File: config.mk
export PLATFORM = sky130hd
export DESIGN_NAME = pcpi_result_serializer_flat
export DESIGN_NICKNAME = d
export VERILOG_FILES = /design/src/rtl/pcpi_result_serializer_if.sv /design/src/rtl/pcpi_result_serializer.sv /design/src/flat_wrapper.sv
export SDC_FILE = /design/constraint.sdc
export NUM_CORES = 1
export LEC_CHECK = 0
export CAP_MARGIN = 25
export CELL_PAD_IN_SITES_DETAIL_PLACEMENT = 0
export CELL_PAD_IN_SITES_GLOBAL_PLACEMENT = 2
export CORE_MARGIN = 2
export CORE_UTILIZATION = 30
export CTS_BUF_LIST = sky130_fd_sc_hd__clkbuf_2 sky130_fd_sc_hd__clkbuf_4 sky130_fd_sc_hd__clkbuf_8
export DETAILED_ROUTE_END_ITERATION = 10
export GPL_ROUTABILITY_DRIVEN = 0
export PLACE_DENSITY = 0.9
export SYNTH_ARGS = -nofsm -noshare
export SYNTH_HDL_FRONTEND = slang
export SYNTH_SLANG_ARGS = --single-unit
export TNS_END_PERCENT = 20
File: constraint.sdc
create_clock -name clk -period 1.5 [get_ports clk]
set_input_delay 0.15 -clock clk [delete_from_list [all_inputs] [get_ports clk]]
set_output_delay 0.15 -clock clk [all_outputs]
set_load 0.05 [all_outputs]
File: src/rtl/pcpi_result_serializer_if.sv
// Coprocessor-result capture and host nibble-handshake signals of the result serialiser.
interface pcpi_result_serializer_if #(
  parameter int DATA_W = 32,
  parameter int NIB_W  = 4
);
  logic              pcpi_ready;
  logic              pcpi_wr;
  logic [DATA_W-1:0] pcpi_rd;
  logic              nib_ack;
  logic [NIB_W-1:0]  nib_out;
  logic              nib_valid;
  logic              busy;
  logic              done;
  logic              ovf;

  modport master (
    output pcpi_ready, pcpi_wr, pcpi_rd, nib_ack,
    input  nib_out, nib_valid, busy, done, ovf
  );

  modport slave (
    input  pcpi_ready, pcpi_wr, pcpi_rd, nib_ack,
    output nib_out, nib_valid, busy, done, ovf
  );
endinterface

File: src/rtl/pcpi_result_serializer.sv
// Captures a PCPI writeback result and returns it LSB nibble first over a four-phase valid/ack link.
// First nibble valid 1 cycle after capture; results arriving while busy are dropped and flagged in ovf.
module pcpi_result_serializer #(
  parameter int DATA_W = 32,
  parameter int NIB_W  = 4
) (
  input logic                   clk,
  input logic                   rst_n,
  pcpi_result_serializer_if.slave bus
);
  localparam int NNIB  = DATA_W / NIB_W;
  localparam int IDX_W = (NNIB > 1) ? $clog2(NNIB) : 1;
  localparam logic [IDX_W-1:0] LAST_IDX = IDX_W'(NNIB - 1);

  typedef enum logic [1:0] {IDLE, ARM, PRESENT, WAIT_LOW} state_t;

  state_t            state;
  logic [DATA_W-1:0] shreg;
  logic [DATA_W-1:0] shreg_nxt;
  logic [IDX_W-1:0]  idx;
  logic              ack_m;
  logic              ack_s;
  logic [NIB_W-1:0]  nib_out_q;
  logic              nib_valid_q;
  logic              busy_q;
  logic              done_q;
  logic              ovf_q;
  logic              strobe;

  assign strobe    = bus.pcpi_ready && bus.pcpi_wr;
  assign shreg_nxt = shreg >> NIB_W;

  always_ff @(posedge clk) begin
    if (!rst_n) begin
      state       <= IDLE;
      shreg       <= '0;
      idx         <= '0;
      ack_m       <= 1'b0;
      ack_s       <= 1'b0;
      nib_out_q   <= '0;
      nib_valid_q <= 1'b0;
      busy_q      <= 1'b0;
      done_q      <= 1'b0;
      ovf_q       <= 1'b0;
    end else begin
      ack_m  <= bus.nib_ack;
      ack_s  <= ack_m;
      done_q <= 1'b0;

      if (strobe && state != IDLE)
        ovf_q <= 1'b1;

      case (state)
        IDLE: begin
          if (strobe) begin
            shreg     <= bus.pcpi_rd;
            idx       <= '0;
            nib_out_q <= bus.pcpi_rd[NIB_W-1:0];
            busy_q    <= 1'b1;
            // A host still holding ack high must release it before the first nibble
            if (ack_s) begin
              state <= ARM;
            end else begin
              state       <= PRESENT;
              nib_valid_q <= 1'b1;
            end
          end
        end
        ARM: begin
          if (!ack_s) begin
            state       <= PRESENT;
            nib_valid_q <= 1'b1;
          end
        end
        PRESENT: begin
          if (ack_s) begin
            state       <= WAIT_LOW;
            nib_valid_q <= 1'b0;
          end
        end
        WAIT_LOW: begin
          if (!ack_s) begin
            if (idx != LAST_IDX) begin
              shreg       <= shreg_nxt;
              nib_out_q   <= shreg_nxt[NIB_W-1:0];
              idx         <= idx + IDX_W'(1);
              state       <= PRESENT;
              nib_valid_q <= 1'b1;
            end else begin
              idx    <= '0;
              done_q <= 1'b1;
              busy_q <= 1'b0;
              state  <= IDLE;
            end
          end
        end
        default: begin
          state       <= IDLE;
          nib_valid_q <= 1'b0;
          busy_q      <= 1'b0;
        end
      endcase
    end
  end

  assign bus.nib_out   = nib_out_q;
  assign bus.nib_valid = nib_valid_q;
  assign bus.busy      = busy_q;
  assign bus.done      = done_q;
  assign bus.ovf       = ovf_q;
endmodule

File: src/flat_wrapper.sv
// flat-port wrapper written by rule: the top's interface ports become plain ports
module pcpi_result_serializer_flat 
#(
  parameter int DATA_W = 32,
  parameter int NIB_W  = 4
)
  (clk, rst_n, bus_pcpi_ready, bus_pcpi_wr, bus_pcpi_rd, bus_nib_ack, bus_nib_out, bus_nib_valid, bus_busy, bus_done, bus_ovf);
  pcpi_result_serializer_if #(.DATA_W(DATA_W), .NIB_W(NIB_W)) bus_i ();
  input logic clk;
  input logic rst_n;
  input wire logic [$bits(bus_i.pcpi_ready)-1:0] bus_pcpi_ready;
  input wire logic [$bits(bus_i.pcpi_wr)-1:0] bus_pcpi_wr;
  input wire logic [$bits(bus_i.pcpi_rd)-1:0] bus_pcpi_rd;
  input wire logic [$bits(bus_i.nib_ack)-1:0] bus_nib_ack;
  output wire logic [$bits(bus_i.nib_out)-1:0] bus_nib_out;
  output wire logic [$bits(bus_i.nib_valid)-1:0] bus_nib_valid;
  output wire logic [$bits(bus_i.busy)-1:0] bus_busy;
  output wire logic [$bits(bus_i.done)-1:0] bus_done;
  output wire logic [$bits(bus_i.ovf)-1:0] bus_ovf;
  assign bus_i.pcpi_ready = bus_pcpi_ready;
  assign bus_i.pcpi_wr = bus_pcpi_wr;
  assign bus_i.pcpi_rd = bus_pcpi_rd;
  assign bus_i.nib_ack = bus_nib_ack;
  assign bus_nib_out = bus_i.nib_out;
  assign bus_nib_valid = bus_i.nib_valid;
  assign bus_busy = bus_i.busy;
  assign bus_done = bus_i.done;
  assign bus_ovf = bus_i.ovf;
  pcpi_result_serializer #(.DATA_W(DATA_W), .NIB_W(NIB_W)) u_core (.clk(clk), .rst_n(rst_n), .bus(bus_i));
endmodule
## After elaboration in Yosys (flattened, before gate mapping)

Index checks and enable logic that the tools add are counted.

| cells by class | value |
|---|---|
| add/subtract/negate cells | 1 |
| equality and inequality tests | 10 |
| muxes and demuxes | 30 |
| bitwise operators | 2 |
| reductions and logical operators | 11 |

Operators by type and width:

| kind | number |
|---|---|
| $mux 32 | 3 |
| $pmux 32 s2 | 1 |
| $reduce_and 4->1 | 4 |
| $mux 2 | 6 |
| $mux 4 | 3 |
| $mux 1 | 9 |
| $mux 3 | 3 |
| $pmux 2 s4 | 1 |
| $pmux 4 s2 | 1 |
| $ne 2x1->1 const B | 3 |
| $ne 2x2->1 const B | 3 |
| $pmux 3 s2 | 1 |
| $eq 2x2->1 const B | 2 |
| $pmux 1 s4 | 1 |
| $reduce_bool 2->1 | 2 |
| $add 3x1->3 const B | 1 |
| $ne 3x3->1 const B | 1 |
| $reduce_and 3->1 | 1 |
| $reduce_or 3->1 | 1 |
| $eq 2x1->1 const B | 1 |
| $logic_and 1x1->1 | 2 |
| $logic_not 2->1 | 1 |
| $not 1->1 | 2 |
| $pmux 1 s2 | 1 |

| word-level totals | value |
|---|---|
| register bits after elaboration | 47 |
| logic and storage cells | 64 |

## Logic depth before layout (Yosys ltp)

Gate-level depths: netlist of run 1.

| logic depth | value |
|---|---|
| depth after elaboration | 4 |
| gate-level depth with buffers | 8 |

## Least setup slack after synthesis of run 1

No wires, ideal clock.

| timing | value |
|---|---|
| path type | reg-to-reg |
| start | register u_core.state[0] |
| end | register u_core.shreg[20] |
| library setup time | 116 ps |
| arrival | 1477 ps |
| slack | -93 ps |
| stages on the path, launching flop included | 9 |
| path buffers | 3 |
| period minus slack after synthesis | 1593 ps |
| path through | dfxtp_1 > inv_1 > ha_1 > a21bo_1 > buf_6 > and3_4 > buf_6 > buf_6 > o211a_1 |

| between the ends | value |
|---|---|
| word-level cells in the longest chain between the ends | 3 |
| elaborated cells on any way between the ends | 8 |

Ends and longest elaborated chain:

| item | line | source |
|---|---|---|
| start, declared | pcpi_result_serializer.sv:17 | `state_t state;` |
| start signal, assigned | pcpi_result_serializer.sv:35 | `state <= IDLE;` |
| start signal, assigned | pcpi_result_serializer.sv:62 | `state <= ARM;` |
| start signal, assigned | pcpi_result_serializer.sv:64 | `state <= PRESENT;` |
| $eq 2x2->1 / $logic_not 2->1 (equally long branches) | pcpi_result_serializer.sv:53 | `case (state)` |
| $ne 2x1->1 (no line), or another cell as far along | - |  |
| $reduce_and 4->1 (no line) | - |  |
| end signal, assigned | pcpi_result_serializer.sv:56 | `shreg <= bus.pcpi_rd;` |
| end signal, assigned | pcpi_result_serializer.sv:84 | `shreg <= shreg_nxt;` |
| end, declared | pcpi_result_serializer.sv:18 | `logic [DATA_W-1:0] shreg;` |

Parallel ways exist; a longest one is shown, timed or not.
A chain may end at the register's enable or synchronous reset.

## Worst setup path after layout of run 1

| timing | value |
|---|---|
| start | register u_core.state[0] |
| end | register u_core.shreg[30] |

The elaborated chain is that of the path after synthesis.

==> results.tsv, run 1 <==
metric	value	unit
status	complete, no violations	
htree depth	2	
I/O Buffers	44	
Reg2Reg Setup Slack	10	ps
CP Capture Type	register	
Post-route DRC	0	
Root Buffer	clkbuf_8	
wire per inst	14.5	µm
clock power share	0.163	
die width	89.2	µm
sequential area share after synthesis	0.395	
Critical Path AT	1710	ps
vias per cell	5.04	
vias in the first global route	1743	
commonest non-fill, non-tap cell in the layout	dfxtp_1	
reg-to-reg startpoint	u_core.state[0]	
DP HPWL	3460	µm
Area Growth Syn to Fin	37.7	%
Filler cells	717	
initial antenna violation count	0	
switching power	1.94	mW
commonest non-fill, non-tap cells in the layout	dfxtp_1, clkdlybuf4s50_1, mux2i_1, nand4_1, o211a_1	
nets@finish	305	
Placed Cells	350	
asr flop ratio synth	0	
Yosys cell types	30	
Iter 0 DRT Violations	86	
GRT Total Usage	0.135	
CTS tree	built	
RSZ-0062 raised after global routing	yes	
family with the most delay on the worst path	simple AND/OR/NAND/NOR gates	
first-pass GRT wire length	8540	µm
Worst VDD drop	0.504	mV
Synth Flop Type	dfxtp_1	
HP Class	in2reg	
Seq cells post-synth	43	
cts bufs inserted	5	
critical path cell sequence	inv_4 > ha_4 > a21boi_1 > buf_4 > or3_4 > o22ai_2	
f_max	673	MHz
top cell type's share of synthesized area	0.395	
Die H	89.2	µm
Routed WL	5250	µm
Synth area leader	dfxtp_1	
ANT nets after route	0	
crit path time final	1490	ps
Clock Sinks	43	
Starting Density	0.305	
Slew @ Worst Pin	310	ps
total gr overflow	0	
layout cell share with drive strength beyond 1	0.218	
startpoint types	register	
die area	0.00796	mm²
r2r endpoint	u_core.shreg[30]	
worst-skew pair later-pin latency	290	ps
slowest cell delay on critical path	420	ps
slowest stage cell, crit path	or3_4	
buffer depth of the longest clock path	2	
Logic pwr share	0.483	
hold endpoint	u_core.ack_m	
worst path bufs/invs	2	
max_slew headroom	0.793	
Non-Filler Instances	361	
P_leak	1.33	nW
r2r worst-path depth	6	
Cells after Synth	216	
ranking of synthesized cells by area	dfxtp_1, mux2i_1, o211a_1, nand4_1, ha_1	
ant diodes	0	
power density cells	1720	mW/mm²
hold depth	2	
core box area	0.00714	mm²
critical path type	reg2reg	
vias	1818	
Slew Limit Fails	0	
Clock Skew	3.54	ps
EDFF count, synth	0	
Final Hold Viols	0	
Max Cap Viol	0	
# IOs	45	
Flop pwr share	0.354	
CP Max Fanout	5	
Tot Pwr	5.14	mW
DRT Pass-1 Iters	4	
fin crit share	0.991	
P_int	3.20	mW
row count	31	
Syn Nets	260	
largest net degree at the start of global routing	33	
final number of setup-violating endpoints	0	
worst endpoint required time	1720	ps
HP Start	bus_nib_ack	
clock transition at the registers of the reported paths	80	ps
critical path depth	6	
syn avg cell area	10.1	µm²
Synth Warn #	0	
switch share	0.378	
synthesized area	0.00218	mm²
logic make-up after synthesis:
group                      share of synthesized area
adders and majority gates                     0.0402
muxes                                          0.143
AOI/OAI and AO/OA                              0.198
DFF                                            0.395
and+or+nand+nor                                0.145
buffers and inverters                         0.0787
final cells by class:
type | count | area (µm²) | area share
well taps | 99 | 124 | 0.0413
clock buffers | 8 | 104 | 0.0346
inverters | 3 | 16.3 | 0.00542
flip-flops and latches | 43 | 870 | 0.290
repair buffers | 65 | 656 | 0.219
multi-input cells | 143 | 1230 | 0.410
cells in the mapped netlist (all sizes together) (2+ instances only):
| cell | number |
|---|---|
| a21boi | 6 |
| and2 | 2 |
| buf | 14 |
| clkbuf | 13 |
| dfxtp | 43 |
| ha | 7 |
| inv | 3 |
| mux2i | 30 |
| nand2 | 13 |
| nand4 | 30 |
| nor2 | 3 |
| nor3b | 2 |
| o211a | 28 |
| o21ai | 5 |
| o22ai | 4 |
layer usage:
layer / global-route usage / share of wire / up-vias
met4: 0.0285 / 0.0072 / 0
li1: - / - / 905
met3: 0.0360 / 0.041 / 4
met2: 0.210 / 0.45 / 34
met5: 0 / 0 / -
met1: 0.188 / 0.50 / 875
worst reg2reg max path: stages, from the launching register on:
cell	delay, ps
dfxtp_4	390
inv_4	40
ha_4	150
a21boi_1	120
buf_4	150
or3_4	420
o22ai_2	150
state kept, by name, indices dropped and copies added (netlist names):
register	cells
u_core.ack_m	1
u_core.bus.ovf	1
u_core.idx	3
u_core.state	2
u_core.bus.done	1
u_core.bus.nib_valid	1
u_core.bus.busy	1
u_core.ack_s	1
u_core.shreg	32
through the flow:
step                setup WS [ps]  setup TNS (ps)   util  area, µm²  hold WS [ps]
floorplan                   -35.7            -923      -       2190           277
global placement            -75.8           -1510  0.389       2780           424
detailed placement          -69.3           -1250  0.389       2780           425
CTS                          3.94               0  0.408       2910           437
global route                -61.0            -648  0.420       3000           467
finish                       13.4               0  0.420       3000           446
power by group through the flow:
| stage | sequential [mW] | combinational, mW | clock, mW |
|---|---|---|---|
| finish | 1.82 | 2.49 | 0.837 |
| global route | 1.88 | 2.70 | 0.920 |
| CTS | 1.81 | 2.32 | 0.857 |
| detailed placement | 1.83 | 2.26 | 0 |
| global placement | 1.82 | 2.24 | 0 |
| floorplan | 1.85 | 1.61 | 0 |
repair_timing:
action	4_1_cts	5_1_grt
endpoints found under the setup margin	33	37
pin swaps	0	5
cloned	0	1
buffers inserted	0	2
hold buffers	0	0
resized for setup	7	19
worst max-delay path by stage:
stage,start,to,slack (ps)
2_1_floorplan,u_core.state[1],u_core.shreg[20],-40
3_3_place_gp,bus_pcpi_ready,u_core.shreg[28],-80
3_5_place_dp,bus_pcpi_ready,u_core.shreg[29],-70
4_1_cts,u_core.state[1],u_core.shreg[27],4
5_1_grt,u_core.state[1],u_core.shreg[30],-60
6_report,u_core.state[0],u_core.shreg[30],10
Power figures use the tool's default switching activity.
==> run 2, diff against run 1 <==
Settings changed: CELL_PAD_IN_SITES_DETAIL_PLACEMENT 0 to default, CELL_PAD_IN_SITES_GLOBAL_PLACEMENT 2 to default, CORE_UTILIZATION 30 to 48.
==> run 2 against run 1 <==
Against the previous run:
- the run now ends with negative setup slack left
- final area is 2.3% lower
- setup slack worse by 55 ps
- clock skew is 0.51 ps higher
- combinational power hardly changed
- routed wire length is 3.2% higher
- clock-buffer cell count is 2 lower
- non-clock buffer count is 1 higher
- die area is 36% lower
- hold slack worse by 15 ps
- fmax is 3.5% lower
==> results.tsv, run 2 (synthesis results as in run 1) <==
metric	value	unit
Placed Cells	302	
buffer depth of the longest clock path	2	
worst-skew pair later-pin latency	300	ps
layout cell share with drive strength beyond 1	0.206	
Final Hold Viols	0	
core box area	0.00435	mm²
hold slack final	431	ps
Max Cap Viol	0	
critical path type	reg2reg	
Post-route DRC	0	
first-pass GRT wire length	8570	µm
max_slew headroom	0.751	
startpoint types	register	
Final WS setup	-41.1	ps
met1 GRT Util	0.278	
met2 GRT Util	0.335	
Routed WL	5420	µm
Clock Skew	4.06	ps
initial antenna violation count	0	
commonest non-fill, non-tap cell in the layout	dfxtp_1	
largest net degree at the start of global routing	43	
Clock Sinks	43	
cts bufs inserted	5	
Root Buffer	clkbuf_8	
Iter 0 DRT Violations	185	
DRT Pass-1 Iters	4	
power density cells	1790	mW/mm²
violated checks	negative setup slack	
Starting Density	0.500	
met3 GRT Util	0.0492	
flip-flop count of the largest register after layout	32	
status	finished with violations	
vias	1913	
Slew @ Worst Pin	373	ps
Slew Limit Fails	0	
commonest non-fill, non-tap cells in the layout	dfxtp_1, clkdlybuf4s50_1, mux2i_1, nand4_1, o211a_1	
Post-Layout Inst Area	0.00293	mm²
die area	0.00509	mm²
r2r worst-path depth	6	
f_max	649	MHz
Non-Filler Instances	314	
vias per cell	6.09	
nets@finish	306	
CP Max Fanout	9	
row count	24	
HP Class	in2reg	
ant diodes	0	
die width	71.4	µm
HP Start	bus_pcpi_rd[31]	
Largest Register	u_core.shreg	
RSZ-0062 raised after global routing	yes	
htree depth	2	
final number of setup-violating endpoints	12	
total gr overflow	0	
reg-to-reg startpoint	u_core.state[1]	
ANT nets after route	0	
hold depth	3	
# IOs	45	
I/O Buffers	44	
worst endpoint required time	1740	ps
Area after DPL	0.00270	mm²
biggest regs	u_core.shreg x32, u_core.idx x3, u_core.state x2	
clock transition at the registers of the reported paths	80	ps
CP Capture Type	register	
vias in the first global route	1823	
fin crit share	1.03	
CTS tree	built	
GRT Total Usage	0.211	
Worst Setup SP	u_core.state[1]	
Area Growth Syn to Fin	34.5	%
most used routing layer	met2	
wire per inst	17.2	µm
DP HPWL	3430	µm
P_leak	1.33	nW
Die H	71.4	µm
Critical Path AT	1780	ps
Worst VDD drop	0.775	mV
crit path time final	1540	ps
[run 2: metal layers]
layer  wire length (µm)  part of all wire  vias up
met4                 97             0.018        0
li1                   -                 -      905
met5                  0                 0        -
met3                316             0.058       13
met1               2350              0.43      930
met2               2650              0.49       65
[run 2: final cells by class]
cell class	count	area, µm²
clock inverters	1	30.0
well taps	52	65.1
flip-flops and latches	43	871
clock buffers	6	76.3
repair buffers	66	664
inverters	3	16.3
fillers	329	1420
multi-input cells	143	1210
[run 2: report_power, final]
group          switching [mW]  internal [mW]  total (mW)
logic                    1.32           1.21        2.52
registers               0.260           1.58        1.84
clock network           0.383          0.506       0.889
[run 2: path summary, 6_finish.rpt]
path	endpoint	slack, ps
setup / recovery	u_core.shreg[27]	-40
hold / removal	u_core.shreg[31]	430
setup reg to reg	u_core.shreg[27]	-40
hold reg to reg	u_core.ack_s	460
[run 2: worst max-delay path: stages (launching register included)]
cell and delay (ps):
dfxtp_4 390, inv_4 50, ha_4 260, a21oi_4 190, and3_4 280, clkbuf_16 170, o211a_1 140
[run 2: what timing repair did]
action,4_1_cts,5_1_grt
hold buffers,0,0
cloned,0,2
setup endpoints to repair,33,38
gates resized for setup,9,13
setup buffers,2,1
[run 2: per-stage QoR]
stage / power (mW) / setup TNS [ps] / utilization / setup slack (ps)
floorplan: 3.46 / -923 / - / -35.7
global placement: 3.95 / -47.1 / 0.620 / -4.29
detailed placement: 4.03 / -656 / 0.620 / -37.7
CTS: 5.00 / 0 / 0.656 / 10.6
global route: 5.51 / -1150 / 0.673 / -66.8
finish: 5.25 / -159 / 0.673 / -41.1
